===== config.mk =====
export PLATFORM = sky130hd
export DESIGN_NAME = gpio_bank
export DESIGN_NICKNAME = d
export VERILOG_FILES = /design/src/rtl/fe_pkg.sv /design/src/rtl/sync_edge_detect.sv /design/src/rtl/gpio_bank.sv
export SDC_FILE = /design/constraint.sdc
export NUM_CORES = 1
export LEC_CHECK = 0
export ABC_AREA = 1
export CORE_MARGIN = 2
export CORE_UTILIZATION = 46
export DETAILED_ROUTE_END_ITERATION = 16
export GPL_TIMING_DRIVEN = 0
export PLACE_DENSITY = 0.81
export SYNTH_ARGS = -nofsm -noshare
export SYNTH_HDL_FRONTEND = slang
export SYNTH_SLANG_ARGS = --single-unit

===== constraint.sdc =====
create_clock -name clk -period 2.39 [get_ports clk]
set_input_delay 0.5975 -clock clk [delete_from_list [all_inputs] [get_ports clk]]
set_output_delay 0.5975 -clock clk [all_outputs]
set_load 0.01 [all_outputs]

===== src/rtl/fe_pkg.sv =====
// Front-end shared types: bus operand type plus GPIO register offsets and
// the decoded register index used by gpio_bank.
package fe_pkg;

  typedef logic [31:0] RV32I_OPERAND_t;

  localparam logic [5:0] GPIO_OFS_DATA_IN    = 6'h00;
  localparam logic [5:0] GPIO_OFS_DATA_OUT   = 6'h04;
  localparam logic [5:0] GPIO_OFS_DIR        = 6'h08;
  localparam logic [5:0] GPIO_OFS_OUT_SET    = 6'h0C;
  localparam logic [5:0] GPIO_OFS_OUT_CLR    = 6'h10;
  localparam logic [5:0] GPIO_OFS_OUT_TGL    = 6'h14;
  localparam logic [5:0] GPIO_OFS_RISE_EN    = 6'h18;
  localparam logic [5:0] GPIO_OFS_FALL_EN    = 6'h1C;
  localparam logic [5:0] GPIO_OFS_IRQ_STATUS = 6'h20;

  typedef enum logic [3:0] {
    GPIO_REG_DATA_IN    = 4'd0,
    GPIO_REG_DATA_OUT   = 4'd1,
    GPIO_REG_DIR        = 4'd2,
    GPIO_REG_OUT_SET    = 4'd3,
    GPIO_REG_OUT_CLR    = 4'd4,
    GPIO_REG_OUT_TGL    = 4'd5,
    GPIO_REG_RISE_EN    = 4'd6,
    GPIO_REG_FALL_EN    = 4'd7,
    GPIO_REG_IRQ_STATUS = 4'd8,
    GPIO_REG_NONE       = 4'd15
  } gpio_reg_e;

  // Only word offsets inside the 64-byte window are meaningful.
  function automatic gpio_reg_e gpio_decode(input logic [5:0] ofs);
    case (ofs[5:2])
      GPIO_OFS_DATA_IN[5:2]:    return GPIO_REG_DATA_IN;
      GPIO_OFS_DATA_OUT[5:2]:   return GPIO_REG_DATA_OUT;
      GPIO_OFS_DIR[5:2]:        return GPIO_REG_DIR;
      GPIO_OFS_OUT_SET[5:2]:    return GPIO_REG_OUT_SET;
      GPIO_OFS_OUT_CLR[5:2]:    return GPIO_REG_OUT_CLR;
      GPIO_OFS_OUT_TGL[5:2]:    return GPIO_REG_OUT_TGL;
      GPIO_OFS_RISE_EN[5:2]:    return GPIO_REG_RISE_EN;
      GPIO_OFS_FALL_EN[5:2]:    return GPIO_REG_FALL_EN;
      GPIO_OFS_IRQ_STATUS[5:2]: return GPIO_REG_IRQ_STATUS;
      default:                  return GPIO_REG_NONE;
    endcase
  endfunction

endpackage


===== src/rtl/sync_edge_detect.sv =====
// Vector multi-stage synchroniser with rise/fall detection on the final stage
// against a one-cycle-delayed copy.
module sync_edge_detect #(
  parameter int WIDTH       = 8,
  parameter int SYNC_STAGES = 2
) (
  input  logic             clk,
  input  logic             rst,
  input  logic [WIDTH-1:0] async_in,
  output logic [WIDTH-1:0] sync,
  output logic [WIDTH-1:0] rise,
  output logic [WIDTH-1:0] fall
);

  logic [WIDTH-1:0] sync_p [SYNC_STAGES];
  logic [WIDTH-1:0] prev_p;

  always_ff @(posedge clk or posedge rst) begin
    if (rst) begin
      for (int i = 0; i < SYNC_STAGES; i++) sync_p[i] <= '0;
      prev_p <= '0;
    end else begin
      sync_p[0] <= async_in;
      for (int i = 1; i < SYNC_STAGES; i++) sync_p[i] <= sync_p[i-1];
      prev_p <= sync_p[SYNC_STAGES-1];
    end
  end

  assign sync = sync_p[SYNC_STAGES-1];
  assign rise = sync & ~prev_p;
  assign fall = ~sync & prev_p;

endmodule


===== src/rtl/gpio_bank.sv =====
// Memory-mapped GPIO bank: direction/data registers with atomic set/clear/
// toggle, synchronised inputs and RW1C edge-interrupt status.
module gpio_bank
  import fe_pkg::*;
#(
  parameter int WIDTH       = 8,
  parameter int SYNC_STAGES = 2
) (
  input  logic             clk,
  input  logic             rst,
  input  logic             gpio_sel,
  input  logic             gpio_wren,
  input  RV32I_OPERAND_t   bus_addr,
  input  logic [31:0]      gpio_wrdata,
  output logic [31:0]      gpio_rddata,
  input  logic [WIDTH-1:0] gpio_port_in,
  output logic [WIDTH-1:0] gpio_port_out,
  output logic [WIDTH-1:0] gpio_port_oe,
  output logic             gpio_irq
);

  logic [WIDTH-1:0] data_out, dir, rise_en, fall_en, irq_status;
  logic [WIDTH-1:0] pin_sync, pin_rise, pin_fall;
  logic [WIDTH-1:0] wr_val, status_clr, edge_hit, rd_val;
  logic             wr;
  gpio_reg_e        reg_idx;
  logic             unused_bits;

  sync_edge_detect #(
    .WIDTH       (WIDTH),
    .SYNC_STAGES (SYNC_STAGES)
  ) u_sync (
    .clk      (clk),
    .rst      (rst),
    .async_in (gpio_port_in),
    .sync     (pin_sync),
    .rise     (pin_rise),
    .fall     (pin_fall)
  );

  assign reg_idx     = gpio_decode(bus_addr[5:0]);
  assign wr          = gpio_sel & gpio_wren;
  assign wr_val      = gpio_wrdata[WIDTH-1:0];
  assign unused_bits = ^{bus_addr[31:6], bus_addr[1:0], gpio_wrdata};

  assign status_clr = (wr && reg_idx == GPIO_REG_IRQ_STATUS) ? wr_val : '0;
  assign edge_hit   = (pin_rise & rise_en) | (pin_fall & fall_en);

  always_ff @(posedge clk or posedge rst) begin
    if (rst) begin
      data_out   <= '0;
      dir        <= '0;
      rise_en    <= '0;
      fall_en    <= '0;
      irq_status <= '0;
    end else begin
      // Fresh edges are OR'd in after the clear so a coincident edge wins.
      irq_status <= (irq_status & ~status_clr) | edge_hit;
      if (wr) begin
        case (reg_idx)
          GPIO_REG_DATA_OUT: data_out <= wr_val;
          GPIO_REG_DIR:      dir      <= wr_val;
          GPIO_REG_OUT_SET:  data_out <= data_out | wr_val;
          GPIO_REG_OUT_CLR:  data_out <= data_out & ~wr_val;
          GPIO_REG_OUT_TGL:  data_out <= data_out ^ wr_val;
          GPIO_REG_RISE_EN:  rise_en  <= wr_val;
          GPIO_REG_FALL_EN:  fall_en  <= wr_val;
          default: ;
        endcase
      end
    end
  end

  always_comb begin
    rd_val = '0;
    if (gpio_sel) begin
      case (reg_idx)
        GPIO_REG_DATA_IN:    rd_val = pin_sync;
        GPIO_REG_DATA_OUT:   rd_val = data_out;
        GPIO_REG_DIR:        rd_val = dir;
        GPIO_REG_RISE_EN:    rd_val = rise_en;
        GPIO_REG_FALL_EN:    rd_val = fall_en;
        GPIO_REG_IRQ_STATUS: rd_val = irq_status;
        default:             rd_val = '0;
      endcase
    end
  end

  assign gpio_rddata   = 32'(rd_val);
  assign gpio_port_out = data_out;
  assign gpio_port_oe  = dir;
  assign gpio_irq      = |irq_status;

endmodule

==> flow_results.org, run 1 <==
** Yosys
- The share of the Yosys chip area taken by registers is 44.6%.
- Summing every instance area after synthesis gives 3590 um2.
- After synthesis, the netlist uses 25 different library cells.
- Summed over its instances, the top area cell type makes up 44.6% of the synthesized netlist area.
- Biggest area consumer among synthesized cells :: sky130_fd_sc_hd__dfrtp_1
- The synthesized design contains 64 register bits.
- Biggest area contributors in the synthesized netlist :: sky130_fd_sc_hd__dfrtp_1 (45%), sky130_fd_sc_hd__nand2_1 (8.5%), sky130_fd_sc_hd__nand3_1 (6.3%)
- Count of warnings emitted by yosys :: 0
- In the synthesized netlist, the number of instances is 444.
- Mean cell area of the mapped netlist :: 8.08 um2

** Layout
- The multi-input combinational cells in the finished layout cover a total of 1630 um2.
- Compared with the post-synthesis result, the final layout area differs by 30.0%.
- Fraction of final layout cells sized beyond drive strength 1 :: 18.6%
- # nets final :: 630
- Filler cell count in the final layout :: 672
- Number of standard cells in the final layout excluding fillers :: 645
- Total area of sequential cells :: 1600 um2
- Ant diodes :: 0

** Die
- Height of the die :: 92.3 um
- X dimension of the die :: 92.3 um
- Effective utilization at floorplan :: 46.9%
- The initialized floorplan defines 32 standard-cell rows.
- For this design the top-level I/O count stands at 125.
- Die Area :: 8530 um2
- Core area :: 7650 um2

** GRT
- Aggregate global-route resource usage :: 23.5%
- Met2 usage :: 39.1%
- For this run, global-route usage on met3 was measured as 5.04%.
- Global routing finished with a remaining overflow of 0.
- The number of global-route vias before repair came to 3312.
- Global routing used 30.2% of the available met1 tracks.
- The initial antenna violation count came to 0.
- The global routing stage identified its most utilized layer as met2.
- Entering global routing, the biggest net connects 46 pins.
- Wire length of the first global-routing pass :: 15800 um

** Place
- Once placement completed, the tool counted placed cells totaling 616.
- Buffers added on ports :: 46
- Placer congestion estimate :: 0.865
- The HPWL after detailed placement is 6910 um.

** Drt
- Via count :: 3418
- In the routed layout, each cell is associated on average with a via count of 5.30.
- Final Routed Wirelength :: 9880 um
- Drc violations :: 0
- The detail route stage leaves a number of antenna-violating nets equal to 0.
- After detailed routing, the average wire length per cell comes to 15.3 um.
- The first routing iteration left 315 violations.
- Before antenna repair, the detailed router went through 6 iterations.

** Setup path
- The worst setup path is captured at an output pin.
- The critical path is of the in2out type.
- For flop-to-flop paths, the worst setup slack is 1090 ps.
- Critical path required time :: 1790 ps
- The number of cells on the worst reg-to-reg path is 8.
- Along the worst path, the maximum fanout reaches 7.
- Data arrival time at the worst-slack endpoint :: 1740 ps
- Startpoint class of the critical path :: primary input

** STA
- Hold is met by 343 ps.
- Period utilization :: 97.8%
- Setup violations remaining at the end of the flow were counted as 0.
- The routed design could run at a clock period as short as 2340 ps.
- For the final database, setup skew stands at 11.1 ps.
- Highest clock frequency the design can meet :: 0.428 GHz
- Endpoints failing hold :: 0
- Slew Limit Fails :: 0

** Clock tree
- Clock tree from TritonCTS :: done
- H-Tree Level Count :: 3
- CTS Root Cell :: sky130_fd_sc_hd__clkbuf_8
- Sinks on Clock Net :: 64
- No sink is reached through more buffers than the 2 on the longest clock path.
- Skew-Pair Late Insertion Delay :: 360 ps
- Clock tree synthesis inserted a total of 9 buffers.
- After clock tree synthesis, the clock-pin slew on the worst setup and hold paths is 70 ps.
- Hold buffer count at cts :: 0

** Status
- The flow ran to the end, and the final reports show no timing, DRC or antenna violations.

** Worst hold path
- Number of instances on the worst hold path :: 0
- Worst hold path type :: reg2reg

** Power and ir drop
- Worst vdd rail ir drop :: 0.400 mV
- Leak pwr :: 2.31 nW
- Power per cell area :: 676 nW/um2

** Flow run
- The tool flagged a number of max-cap violations equal to 0.
==> repair_timing <==
action / 4_1_cts / 5_1_grt
endpoints found under the setup margin: 8 / 8
pin swaps: 4 / 8
buffers inserted: 4 / 9
gates resized for setup: 54 / 16
cloned: 0 / 0
==> critical path, cell delays in order <==
cell                      delay, ps
sky130_fd_sc_hd__buf_4          160
sky130_fd_sc_hd__buf_8          150
sky130_fd_sc_hd__nor2_4         170
sky130_fd_sc_hd__buf_6          140
sky130_fd_sc_hd__nand3_1         80
sky130_fd_sc_hd__nand2_1         70
sky130_fd_sc_hd__nor2_1          50
sky130_fd_sc_hd__a21oi_2        160
sky130_fd_sc_hd__buf_2          160
==> routing by layer <==
metal / vias to the layer above / routed length [um]
li1: 1589 / -
met4: 0 / 205
met5: - / 0
met1: 1618 / 3930
met2: 187 / 4900
met3: 24 / 839
==> report_power, final <==
group	switching [W]	leakage (nW)	total (W)	internal, W
clock	0.000462	0.105	0.00108	0.000619
sequential	0.000124	0.731	0.00136	0.00123
combinational	0.000389	1.48	0.000719	0.000331
total	0.000974	2.31	0.00316	0.00218
==> area by class of cell <==
cell class	instances	share of cell area (%)
Sequential cell	64	34.3
Buffer	36	6.24
Timing Repair Buffer	60	11.8
Clock buffer	10	2.95
Tap cell	102	2.73
Clock inverter	6	1.96
Multi-Input combinational cell	305	35.0
Inverter	62	5.09
==> through the flow <==
step           utilization, %  instance area [um2]  setup TNS (ps)  power, W  worst slack (ps)
6_report                 61.0                 4670               0   0.00316              53.1
5_1_grt                  61.0                 4670           -14.3   0.00331             -14.1
4_1_cts                  59.6                 4560               0   0.00314              11.5
3_3_place_gp             55.8                 4260          -61350   0.00202              -923
3_5_place_dp             56.0                 4280           -7900   0.00205              -979
2_1_floorplan               -                 3680               0   0.00174               194
==> path summary, 6_finish.rpt <==
path / to / from
max: gpio_rddata[2] / bus_addr[4]
min: u_sync.sync[3]$_DFF_PP0_ / u_sync.sync_p[11]$_DFF_PP0_
max reg2reg: gpio_port_out[4]$_DFFE_PP0P_ / gpio_port_out[4]$_DFFE_PP0P_
min reg2reg: u_sync.sync[3]$_DFF_PP0_ / u_sync.sync_p[11]$_DFF_PP0_
max in group asynchronous: gpio_port_oe[5]$_DFFE_PP0P_ / rst
min in group asynchronous: u_sync.sync_p[15]$_DFF_PP0_ / rst
==> cell families after synthesis <==
kind of cell	Yosys count	synth area share [%]
DFF	64	44.6
AOI/OAI and AO/OA	48	7.25
other	1	0.104
buffers and inverters	98	13.6
and+or+nand+nor	217	28.9
adders and majority gates	16	5.58
==> cell usage in the layout, fill, tap and decap left out, types with 3 or more instances in the layout <==
cell and instances:
sky130_fd_sc_hd__nor2_1 44, sky130_fd_sc_hd__nand4_1 25, sky130_fd_sc_hd__inv_1 57, sky130_fd_sc_hd__o21ai_0 22
sky130_fd_sc_hd__nor2_4 8, sky130_fd_sc_hd__a21oi_1 15, sky130_fd_sc_hd__clkbuf_8 10, sky130_fd_sc_hd__a21oi_2 3
sky130_fd_sc_hd__conb_1 24, sky130_fd_sc_hd__buf_6 4, sky130_fd_sc_hd__a31oi_1 7, sky130_fd_sc_hd__buf_2 10
sky130_fd_sc_hd__nand3_1 44, sky130_fd_sc_hd__clkinvlp_4 3, sky130_fd_sc_hd__ha_1 16, sky130_fd_sc_hd__inv_2 3
sky130_fd_sc_hd__clkdlybuf4s50_1 36, sky130_fd_sc_hd__dfrtp_1 64, sky130_fd_sc_hd__nand2_1 81, sky130_fd_sc_hd__nor3_1 6
sky130_fd_sc_hd__buf_4 41
==> synthesized netlist by cell type <==
cell                      number
sky130_fd_sc_hd__nor4_1        2
sky130_fd_sc_hd__a21oi_1      18
sky130_fd_sc_hd__a31oi_1       7
sky130_fd_sc_hd__nand2_1      81
sky130_fd_sc_hd__nor2_1       44
sky130_fd_sc_hd__inv_2         4
sky130_fd_sc_hd__nor2_2        5
sky130_fd_sc_hd__nand4_1      25
sky130_fd_sc_hd__nand3_1      45
sky130_fd_sc_hd__buf_4        28
sky130_fd_sc_hd__dfrtp_1      64
sky130_fd_sc_hd__nand4_2       1
sky130_fd_sc_hd__nor3_1        6
sky130_fd_sc_hd__inv_1        58
sky130_fd_sc_hd__buf_1         1
sky130_fd_sc_hd__a21oi_4       1
sky130_fd_sc_hd__nand3_2       1
sky130_fd_sc_hd__nor2_4        5
sky130_fd_sc_hd__buf_2         6
sky130_fd_sc_hd__nand4_4       1
sky130_fd_sc_hd__nand2_4       1
sky130_fd_sc_hd__buf_6         1
sky130_fd_sc_hd__conb_1        1
sky130_fd_sc_hd__o21ai_0      22
sky130_fd_sc_hd__ha_1         16
==> sequential cells by signal, summed over array words and instances, names as in the netlist <==
name / count
gpio_port_out: 8
rise_en: 8
u_sync.prev_p: 8
u_sync.sync_p: 8
irq_status: 8
u_sync.sync: 8
gpio_port_oe: 8
fall_en: 8
Note: power is estimated with default switching activity, not from simulation.
==> run 2: changes to the inputs <==
GPL_TIMING_DRIVEN = not set   (was 0)
==> run 2 against run 1 <==
Net effect: the run now ends with setup timing left; non-clock buffer count down 13; fmax down 2.3%; via count down 1.5%; first-iteration DRC count down 2.5%; flip-flop and latch count unchanged; clock skew down 3.0 ps; critical path depth up 1.
==> flow_results.org, run 2 (synthesized netlist as in run 1, its figures left out) <==
** GRT
- Antenna violations before repair :: 0 (unchanged)
- The global-route wire length before repair is 15600 um (-1.5%).
- The combined global-route utilization of all metal layers came to 23.6% (+0.087 points).
- Met3 GRT Util :: 5.29% (+0.24 points)
- Met1 Use GR :: 29.7% (-0.52 points)
- The number of global-route vias before repair is 3228 (-2.5%).
- Layer with the highest usage :: met2
- The total congestion overflow was 0 (unchanged).
- Largest net degree at the start of global routing :: 49 (+6.5%)
- The global routing usage on met2 was 39.5% (+0.49 points).

** Die
- X dimension of the die :: 92.3 um (unchanged)
- Die Area :: 8530 um2 (unchanged)
- The effective utilization at floorplan was 46.9% (unchanged).
- The height of the die came to 92.3 um (unchanged).
- Number of top-level design ports :: 125 (unchanged)
- The floorplan row count is 32 (unchanged).
- Core area :: 7650 um2 (unchanged)

** Place
- The setup slack after placement is -734 ps (+244 ps).
- Buffers added on ports :: 48 (+4.3%)
- Post-detailed-placement half-perimeter wirelength :: 7030 um (+1.7%)
- Placer congestion estimate :: 0.964 (+11%)

** Flow run
- The reported max-cap violation count is 0 (unchanged).

** Clock tree
- Clock tree from TritonCTS :: done
- The tree is rooted in a sky130_fd_sc_hd__clkbuf_8.
- Hold buffer count at cts :: 0 (unchanged)
- Clock-pin transition on the worst setup and hold timing paths :: 70 ps (about the same)
- Inserted Clock Buffers :: 9 (unchanged)
- Sinks on Clock Net :: 64 (unchanged)
- The maximum number of buffers from clock root to sink was 2 (unchanged).
- H-Tree Level Count :: 3 (unchanged)
- The clock latency on the worst-skew pair is 350 ps (about the same).

** Power and ir drop
- Power per cell area :: 682 nW/um2 (+0.87%)
- Leak pwr :: 2.25 nW (-2.8%)
- Worst vdd rail ir drop :: 0.354 mV (-12%)
- Final total power :: 0.00315 W (-0.13%)

** STA
- Setup-violating endpoint count in the final report :: 1 (+1)
- Clock period minus worst slack :: 2390 ps (+54.2 ps)
- Fin Hold WS :: 350 ps (+6.58 ps)
- The summed negative setup slack over all endpoints came to -1.11 ps (-1.11 ps).
- The slack of the critical path came to -1.11 ps (-54.2 ps).
- Endpoints failing hold :: 0 (unchanged)
- Clock Skew :: 8.08 ps (-2.99 ps)
- The post-route clock period utilization was 100% (+2.3 points).
- Slew Limit Fails :: 0 (unchanged)
- The timing-limited maximum frequency was 0.418 GHz (-2.3%).

** Setup path
- Data arrival time at the worst-slack endpoint :: 1790 ps (+50 ps)
- Depth of the worst register-to-register path :: 8 (unchanged)
- The highest fanout seen on the critical path came to 6 (-1).
- The endpoint identified for the worst register-to-register timing path is gpio_port_out[1]$_DFFE_PP0P_.
- The critical path is of the in2out type.
- STA classifies the critical path endpoint as an output pin.
- Startpoint class of the critical path :: primary input
- Endpoint of the most critical setup path :: gpio_rddata[1]
- The required time of the critical path was 1790 ps (about the same).
- In this run the worst setup path begins at bus_addr[3].
- In this run the critical register-to-register path is launched from gpio_port_out[1]$_DFFE_PP0P_.
- Slack of the worst reg-to-reg path :: 1080 ps (about the same)

** Layout
- The number of inserted diodes came to 0 (unchanged).
- Filler cell count in the final layout :: 662 (-1.5%)
- Most common cell after layout, fill and taps aside :: sky130_fd_sc_hd__nand2_1
- Layout overhead on the synthesized area :: 28.8%
- In the layout the commonest cells are sky130_fd_sc_hd__nand2_1 (81), sky130_fd_sc_hd__dfrtp_1 (64), sky130_fd_sc_hd__inv_1 (57).
- Total area of sequential cells :: 1600 um2 (unchanged)
- The number of nets in the layout came to 618 (-1.9%).
- The multi-input gate area in the final layout came to 1670 um2 (+2.2%).
- Fraction of final layout cells sized beyond drive strength 1 :: 17.9% (-0.71 points)

** Drt
- The number of routed nets with antenna violations came to 0 (unchanged).
- The iteration-0 DRC count of the detailed router is 307 (-2.5%).
- The total wire length is 9710 um (-1.7%).
- Via-to-Cell Ratio :: 5.32 (+0.38%)
- Iteration count of the initial detailed-routing pass :: 7 (+1)
- Drc violations :: 0 (unchanged)
- The average wire per cell in the routed design came to 15.3 um (+0.14%).
- The vias after detailed routing was 3367 (-1.5%).

** Status
- Status :: complete, but fails checks
- The checks that failed: setup timing.

** Worst hold path
- Hold path start :: u_sync.sync_p[12]$_DFF_PP0_
- The min-delay analysis places its worst path in the category reg2reg.
-- run 2: cell count changes in the layout (fill, tap and decap cells not counted), sizes merged --
cell      previous run  this run
buf                 59        45
clkinv               0         4
clkinvlp             3         0
nand4               27        28
-- run 2: worst min path at each step --
stage	to	slack, ps	depth (start not counted)
floorplan	u_sync.sync[0]$_DFF_PP0_	330	0
global placement	u_sync.sync[7]$_DFF_PP0_	330	0
detailed placement	u_sync.sync[4]$_DFF_PP0_	340	0
CTS	u_sync.sync[4]$_DFF_PP0_	350	0
global route	u_sync.sync[6]$_DFF_PP0_	370	0
finish	u_sync.sync[4]$_DFF_PP0_	350	0
-- run 2: metal layers --
metal	wire length, um	part of all wire [%]	vias up
li1	-	-	1570
met1	3980	41	1605
met2	4730	49	161
met3	709	7.3	31
met4	283	2.9	0
met5	0	0	-
-- run 2: repair_timing --
| action | 4_1_cts | 5_1_grt |
|---|---|---|
| endpoints found under the setup margin | 8 | 8 |
| gates cloned | 1 | 1 |
| gates resized for setup | 53 | 20 |
| pin swaps | 13 | 12 |
| setup buffers | 9 | 2 |
-- run 2: metrics by stage --
stage / cells / instance area [um2] / util, %
after floorplan: 467 / 3680 / -
after global placement: 606 / 4250 / 55.6
after detailed placement: 606 / 4250 / 55.6
after CTS: 632 / 4600 / 60.1
after global routing: 633 / 4620 / 60.4
final: 633 / 4620 / 60.4
-- run 2: report_power, final --
part / total (W) / switching [W] / leakage, nW / internal (W)
logic: 0.000721 / 0.000398 / 1.40 / 0.000323
registers: 0.00137 / 0.000136 / 0.731 / 0.00123
clock network: 0.00106 / 0.000465 / 0.114 / 0.000597
-- run 2: worst max-delay path, stage by stage --
cell	delay [ps]
sky130_fd_sc_hd__buf_2	80
sky130_fd_sc_hd__buf_6	140
sky130_fd_sc_hd__buf_12	110
sky130_fd_sc_hd__buf_4	100
sky130_fd_sc_hd__buf_4	130
sky130_fd_sc_hd__nand4_1	110
sky130_fd_sc_hd__nand2_1	90
sky130_fd_sc_hd__nor2_1	40
sky130_fd_sc_hd__a21oi_1	220
sky130_fd_sc_hd__buf_2	170
-- run 2: area by class of cell --
class,instances,area share (%)
clock buffers,9,2.68
clock inverters,7,2.25
inverters,62,5.14
multi-input cells,306,36.1
flip-flops and latches,64,34.7
well taps,102,2.76
repair buffers,83,16.4
==> run 3: changes to the inputs <==
CORE_UTILIZATION = 47   (was 46)
GPL_TIMING_DRIVEN = 0   (was not set)
HOLD_SLACK_MARGIN = 0.1   (was not set)
SYNTH_HIERARCHICAL = 1   (was not set)
==> run 3 against run 2 <==
Net effect: the flow now finishes without violations; first-iteration DRC count increased by 50%; die area is 4.4% higher; register-to-register slack better by 80 ps; synthesized cell count is 9.0% higher; setup slack improved by 42 ps; cell count is 9.0% higher; clock-buffer cell count increased by 1; clock power shrank 18%; critical path depth is 2 lower; largest cell class unchanged; largest power group unchanged.
==> flow_results.org, run 3 <==
** Drt
- The final routed DRC violation total is 0 (unchanged).
- The count of TritonRoute iterations in the first routing pass was 5 (-2).
- The total wire length came to 10200 um (+5.2%).
- The average wire per cell in the routed design came to 14.8 um (-3.5%).
- The per-cell via count in the routed design is 5.20 (-2.3%).
- Number of antenna-violating nets in the routed design :: 0 (unchanged)
- Number of violations reported at the end of detailed-routing iteration 0 :: 462 (+50%)
- The vias after detailed routing was 3586 (+6.5%).

** Setup path
- STA classifies the critical path endpoint as an output pin.
- Depth of the worst register-to-register path :: 8 (unchanged)
- Startpoint class of the critical path :: primary input
- The data arrival at the endpoint of the critical path is 1750 ps (-40 ps).
- Critical R2R Launch :: gpio_port_out[1]$_DFFE_PP0P_
- By startpoint and endpoint, the worst setup path is classified as in2out.
- The required time of the critical path was 1790 ps (about the same).
- The setup slack of the worst register-to-register path was 1160 ps (+80 ps).
- In this run the critical register-to-register path is captured at gpio_port_out[1]$_DFFE_PP0P_.
- The highest fanout seen on the critical path was 10 (+4).

** Power and ir drop
- The static leakage was 2.50 nW (+11%).
- Power spent charging and discharging nets :: 0.000991 W (-0.78%)
- Sw Share :: 33.3% (+1.6 points)
- Internal :: 0.00199 W (-7.7%)
- The share of power burned in the clock network came to 29.1% (-4.6 points).
- The logic gate share of total power was 24.7% (+1.8 points).
- The final total power is 0.00298 W (-5.5%).
- The sequential group share of total power came to 46.2% (+2.8 points).
- Worst vdd rail ir drop :: 0.610 mV (+72%)
- The areal power density over the cells is 613 nW/um2 (-10%).

** STA
- Measured against its own limit, the worst slew margin works out to 41.7%.
- The minimum period implied by the final worst setup slack came to 2350 ps (-42.3 ps).
- For the pin with the worst max-slew slack, the measured transition is 873 ps.
- The slack of the critical path is 41.2 ps (+42.3 ps).
- Highest clock frequency the design can meet :: 0.426 GHz (+1.8%)
- Sum of negative setup slack :: 0 ps (+1.11 ps)
- The setup-violating endpoint count in the final report came to 0 (-1).
- The number of hold violations in the final report is 0 (unchanged).
- The post-route clock period utilization is 98.3% (-1.8 points).
- The worst clock skew on the final layout was 14.9 ps (+6.84 ps).
- The max-slew violation total from the final report is 0 (unchanged).

** Layout
- Multi-input gate area in the final layout :: 1720 um2 (+2.9%)
- The number of inserted diodes came to 0 (unchanged).
- Most common cell after layout, fill and taps aside :: sky130_fd_sc_hd__nand2_1
- Finished Core Util :: 62.3% (+1.9 points)
- The proportion of layout cells with a drive suffix above 1 came to 19.6% (+1.7 points).
- # nets final :: 675 (+9.2%)
- Leaving out fill and tap cells, the most frequent cells in the layout are sky130_fd_sc_hd__nand2_1 (87), sky130_fd_sc_hd__inv_1 (69), sky130_fd_sc_hd__nor2_1 (65).
- Layout overhead on the synthesized area :: 26.8%
- The sequential cell area came to 1600 um2 (unchanged).
- The number of fill cells was 672 (+1.5%).

** Yosys
- By area, the combinational part of the netlist is dominated by simple AND/OR/NAND/NOR gates.
- Mean cell area of the mapped netlist :: 7.93 um2 (-1.9%)
- The largest total area in the synthesized netlist belongs to sky130_fd_sc_hd__dfrtp_1.
- Post-synthesis xor/xnor area fraction :: 0% (unchanged)
- Post-synth ARST share :: 100% (unchanged)
- Share of the synthesized area in the top cell type :: 41.7% (-2.9 points)
- Yosys instantiated no cell more often than sky130_fd_sc_hd__nand2_1.
- The fraction of the mapped netlist area in adder cells is 5.22% (-0.36 points).
- The total of warnings raised by yosys came to 6 (+6).
- The post-synthesis cell type count was 25 (unchanged).
- The proportion of synthesized chip area in sequential cells was 41.7% (-2.9 points).
- Post-Syn Instances :: 484 (+9.0%)
- In the synthesized netlist the dominant register cell turns out to be sky130_fd_sc_hd__dfrtp_1.
- Yosys attributes the largest share of cell area to sky130_fd_sc_hd__dfrtp_1 (42%), sky130_fd_sc_hd__nand2_1 (8.5%), sky130_fd_sc_hd__buf_4 (7.0%).
- Count of flip-flops with a built-in enable after synthesis :: 0 (unchanged)
- The share of synthesized area spent on multiplexers was 0% (unchanged).
- List of most frequent post-synthesis cells :: sky130_fd_sc_hd__nand2_1 (87), sky130_fd_sc_hd__inv_1 (70), sky130_fd_sc_hd__nor2_1 (65), sky130_fd_sc_hd__dfrtp_1 (64), sky130_fd_sc_hd__nand3_1 (41)
- The mapped cell area came to 3840 um2 (+6.9%).
- The number of synthesized register bits came to 64 (unchanged).
- Simple logic cell fraction of the synthesized area :: 30.8% (+2.0 points)
- Post-synthesis compound-gate area fraction :: 5.64% (-1.6 points)

** Worst hold path
- The worst hold path begins at u_sync/sync_p[13]$_DFF_PP0_.
- The path with the worst hold slack has its endpoint at u_sync/sync[5]$_DFF_PP0_.
- Worst hold path type :: reg2reg
- Number of instances on the worst hold path :: 0 (unchanged)

** GRT
- The maximum number of pins on one net before global-route repair is 41 (-16%).
- The combined global-route utilization of all metal layers was 24.1% (+0.51 points).
- The global-route wire length before repair came to 16300 um (+5.1%).
- The number of global-route vias before repair came to 3468 (+7.4%).
- Antenna violations before repair :: 0 (unchanged)
- The total congestion overflow was 0 (unchanged).

** Place
- Pre-CTS setup slack :: -1070 ps (-334 ps)
- The final RePlAce weighted congestion is 0.921 (-4.4%).
- The count of port buffers added during placement came to 48 (unchanged).
- The detailed placer's ending HPWL came to 7180 um (+2.2%).

** Die
- The width of the die is 94.4 um (+2.2%).
- The height of the die was 94.4 um (+2.2%).
- Core area :: 7810 um2 (+2.1%)
- The floorplan row count is 32 (unchanged).
- Effective utilization at floorplan :: 49.2% (+2.2 points)
- Die Area :: 8900 um2 (+4.4%)
- The top-level I/O count is 125 (unchanged).

** Clock tree
- TritonCTS built the clock tree.
- The register clock-pin slew on the reported worst setup and hold paths is 70 ps (about the same).
- Sinks on Clock Net :: 64 (unchanged)
- Inserted Clock Buffers :: 9 (unchanged)
- The cell sitting at the root of the clock tree is a sky130_fd_sc_hd__clkbuf_8.
- The clock latency on the worst-skew pair is 360 ps (about the same).
- Max Buffers Root-to-Sink :: 2 (unchanged)
- The H-tree depth is 3 (unchanged).

** Flow run
- Max capacitance violation total :: 0 (unchanged)

** Status
- Status :: finished clean
run 3: power by group through the flow:
stage | logic, W | registers [W] | clock network, W
after floorplan | 0.000388 | 0.00138 | 0
after global placement | 0.000677 | 0.00139 | 0
after detailed placement | 0.000701 | 0.00139 | 0
after CTS | 0.000722 | 0.00137 | 0.000874
after global routing | 0.000818 | 0.00139 | 0.000916
final | 0.000738 | 0.00138 | 0.000867
run 3: how the worst max path moves through the flow:
stage	end	cells past startpoint	slack, ps	start
finish	gpio_rddata[5]	8	40	bus_addr[5]
global route	gpio_rddata[2]	8	-4	bus_addr[2]
CTS	gpio_irq	3	30	irq_status[6]$_DFF_PP0_
detailed placement	gpio_rddata[7]	8	-1070	bus_addr[2]
global placement	gpio_rddata[7]	8	-1050	bus_addr[2]
floorplan	gpio_rddata[1]	7	300	bus_addr[3]
run 3: logic make-up after synthesis:
kind of cell	Yosys count
AO/OA/AOI/OAI	41
adder cells (fa/ha/maj)	16
buffers and inverters	120
flip-flops	64
other	1
AND/OR/NAND/NOR	242
run 3: layer usage:
| layer | wire length [um] | part of all wire (%) | up-vias | GRT usage, % |
|---|---|---|---|---|
| met1 | 4210 | 41 | 1692 | 31.0 |
| met2 | 4940 | 48 | 192 | 40.3 |
| li1 | - | - | 1688 | - |
| met5 | 0 | 0 | - | 0 |
| met3 | 932 | 9.1 | 14 | 5.75 |
| met4 | 134 | 1.3 | 0 | 7.73 |
run 3: repair_timing:
action	in CTS	in global routing
buffers inserted	12	4
gates resized for setup	65	12
hold endpoints to repair	0	0
gates cloned	1	0
pin swaps	7	5
hold buffers	0	0
setup endpoints to repair	8	9
run 3: stage by stage:
step                instances  hold WS (ps)  area, um2
CTS                       686           352       4800
global placement          657           332       4530
finish                    690           351       4870
global route              690           358       4870
floorplan                 507           331       3920
detailed placement        657           335       4530
run 3: layout make-up:
class,instances,area share (%)
Sequential cell,64,32.9
Clock inverter,6,0.900
Multi-Input combinational cell,323,35.3
Timing Repair Buffer,65,11.8
Buffer,46,7.89
Inverter,74,5.81
Clock buffer,10,2.83
Tap cell,102,2.62
run 3: critical path, stage by stage:
cell,delay [ps]
sky130_fd_sc_hd__buf_4,160
sky130_fd_sc_hd__buf_8,160
sky130_fd_sc_hd__nor2_4,190
sky130_fd_sc_hd__nand3_1,120
sky130_fd_sc_hd__nand2_1,100
sky130_fd_sc_hd__nor2_1,60
sky130_fd_sc_hd__a21oi_1,190
sky130_fd_sc_hd__buf_2,170
==> variant, RTL diff (config.mk and constraints of run 1) <==
Reset style: synchronous (`rst`), changed in 2 clocked blocks.
--- a/src/rtl/sync_edge_detect.sv
+++ b/src/rtl/sync_edge_detect.sv
@@ -17,3 +17,3 @@
 
-  always_ff @(posedge clk or posedge rst) begin
+  always_ff @(posedge clk) begin
     if (rst) begin
--- a/src/rtl/gpio_bank.sv
+++ b/src/rtl/gpio_bank.sv
@@ -48,3 +48,3 @@
 
-  always_ff @(posedge clk or posedge rst) begin
+  always_ff @(posedge clk) begin
     if (rst) begin
Function: differs if rst is asserted again (counterexample within 4 cycles, from zero or initial values and one cycle with rst high); with rst held inactive, the same outputs for 4 cycles.
==> variant against run 1 <==
Via count up 8.7%. Core utilization down 0.60 points. Critical path depth up 3. Register-to-register slack better by 0.09 ns. Global-route usage up 1.1 points. Critical endpoint is now gpio_rddata[3]. Worst setup slack better by 0.026 ns. Sequential cell count unchanged. Wire length up 2.7%. Hold slack better by 0.061 ns. Critical path type unchanged. Fmax up 1.1%. Synthesized area up 1.9%. Final area about the same. Die area up 1.8%.
Power is not compared: it rests on default switching activity, and its combinational part moved more than twofold at a synthesized area within 25%.
==> variant: results (changes against run 1) <==
metric	value	unit	change
status	finished clean		
Fill cells	712		+6.0%
non-filler cells, final	725		+12%
GR Util met2	0.430		+0.0394
share of layout cells above drive strength 1	0.165		-0.0207
Biggest register	u_sync.sync_p		
Post-synth ARST share	0		-1.00
GR met1 Demand/Resource	0.303		+0.000887
synth top area cells	dfxtp_1, inv_1, nand2_1		
placed cells	697		+13%
drt first pass iters	5		-1
flop-to-flop setup slack	1.18	ns	+0.09 ns
Final Skew	0.00768	ns	-0.00338 ns
largest net degree at the start of global routing	12		-74%
vias per inst	5.13		-3.3%
met3 usage	0.0451		-0.00532
initial DRC count	297		-5.7%
Critical path destination	gpio_rddata[3]		
top post-synthesis cells by count	inv_1, nand2_1, dfxtp_1, nor2_1, nand3_1		
GRT Overall Usage	0.246		+0.0114
post-synthesis sequential area ratio	0.350		-0.0959
RD Place Congestion	0.908		+4.9%
nets	710		+13%
Worst setup startpoint	bus_addr[2]		
Cell variety after synth	28		+12%
Main synth FF type	dfxtp_1		
clk_lat worst skew	0.35	ns	
Port-buffer cells	43		-6.5%
vias in the first global route	3599		+8.7%
post-synthesis cell count	529		+19%
first-pass GRT wire length	16800	µm	+6.6%
Worst Reg-to-Reg Cells	6		-2
synth warn	0		unchanged
DR WL/cell	14.0	µm	-8.6%
CP Max Fanout	10		+3
CP Data Arrival Time	1.71	ns	-0.03 ns
[variant: layout make-up]
cell class	instances	area [µm²]	area share
clock buffer	12	155	0.0332
tap	102	128	0.0273
inverter	101	383	0.0820
multi-input combinational	339	1780	0.382
timing repair buffer	55	492	0.105
clock inverter	4	76.3	0.0163
buffer	48	372	0.0796
sequential	64	1280	0.274
[variant: report_power, final]
part / internal (µW) / switching, µW / leakage (µW)
Combinational: 141 / 191 / 0.00154
Clock: 646 / 424 / 0.000113
Sequential: 1090 / 19.0 / 0.000521
Total: 1880 / 634 / 0.00218
[variant: per-layer routing]
layer / share of wire / routed length [µm]
met3: 0.073 / 738
met4: 0.020 / 207
met2: 0.48 / 4880
met1: 0.43 / 4310
met5: 0 / 0
[variant: worst max-delay path: stages]
cell and delay [ns]:
buf_8 0.11, inv_2 0.05, buf_6 0.14, nor2_4 0.11
buf_6 0.12, nand3_1 0.05, nand2_1 0.08, inv_1 0.05
nand3_1 0.09, nand2_1 0.05, inv_1 0.05, clkdlybuf4s15_2 0.21
[variant: repair_timing]
item	4_1_cts	5_1_grt
resized for setup	48	13
setup buffers	10	2
setup endpoints to repair	8	9
gates cloned	0	0
pin swaps	4	6
[variant: metrics by stage]
stage | setup slack [ns] | hold slack, ns | cell area (µm²)
floorplan | 0.216 | 0.388 | 3740
global placement | -0.912 | 0.389 | 4300
detailed placement | -0.915 | 0.397 | 4300
CTS | 0.00135 | 0.407 | 4640
global route | 0.00405 | 0.421 | 4670
finish | 0.0789 | 0.404 | 4670
[variant: kinds of logic (layout without fill, tap and decap cells)]
kind of cell             after synthesis  count (layout)  synth area share
AND/OR/NAND/NOR                      227             227             0.295
buffers and inverters                149             220             0.194
other                                  1              24           0.00103
adder cells (fa/ha/maj)               16              16            0.0547
AO/OA/AOI/OAI                         72              72             0.106
flip-flops                            64              64             0.350
[variant: worst min path at each step]
stage | start | end | slack, ns | cells after the start
final | u_sync.sync_p[0][7]$_SDFF_PP0_ | u_sync.sync_p[0][15]$_SDFF_PP0_ | 0.40 | 2
after global routing | u_sync.sync_p[0][5]$_SDFF_PP0_ | u_sync.sync_p[0][13]$_SDFF_PP0_ | 0.42 | 2
after CTS | u_sync.sync_p[0][7]$_SDFF_PP0_ | u_sync.sync_p[0][15]$_SDFF_PP0_ | 0.41 | 2
after detailed placement | u_sync.sync_p[0][7]$_SDFF_PP0_ | u_sync.sync_p[0][15]$_SDFF_PP0_ | 0.40 | 2
after global placement | u_sync.sync_p[0][0]$_SDFF_PP0_ | u_sync.sync_p[0][8]$_SDFF_PP0_ | 0.39 | 2
after floorplan | u_sync.sync_p[0][2]$_SDFF_PP0_ | u_sync.sync_p[0][10]$_SDFF_PP0_ | 0.39 | 2
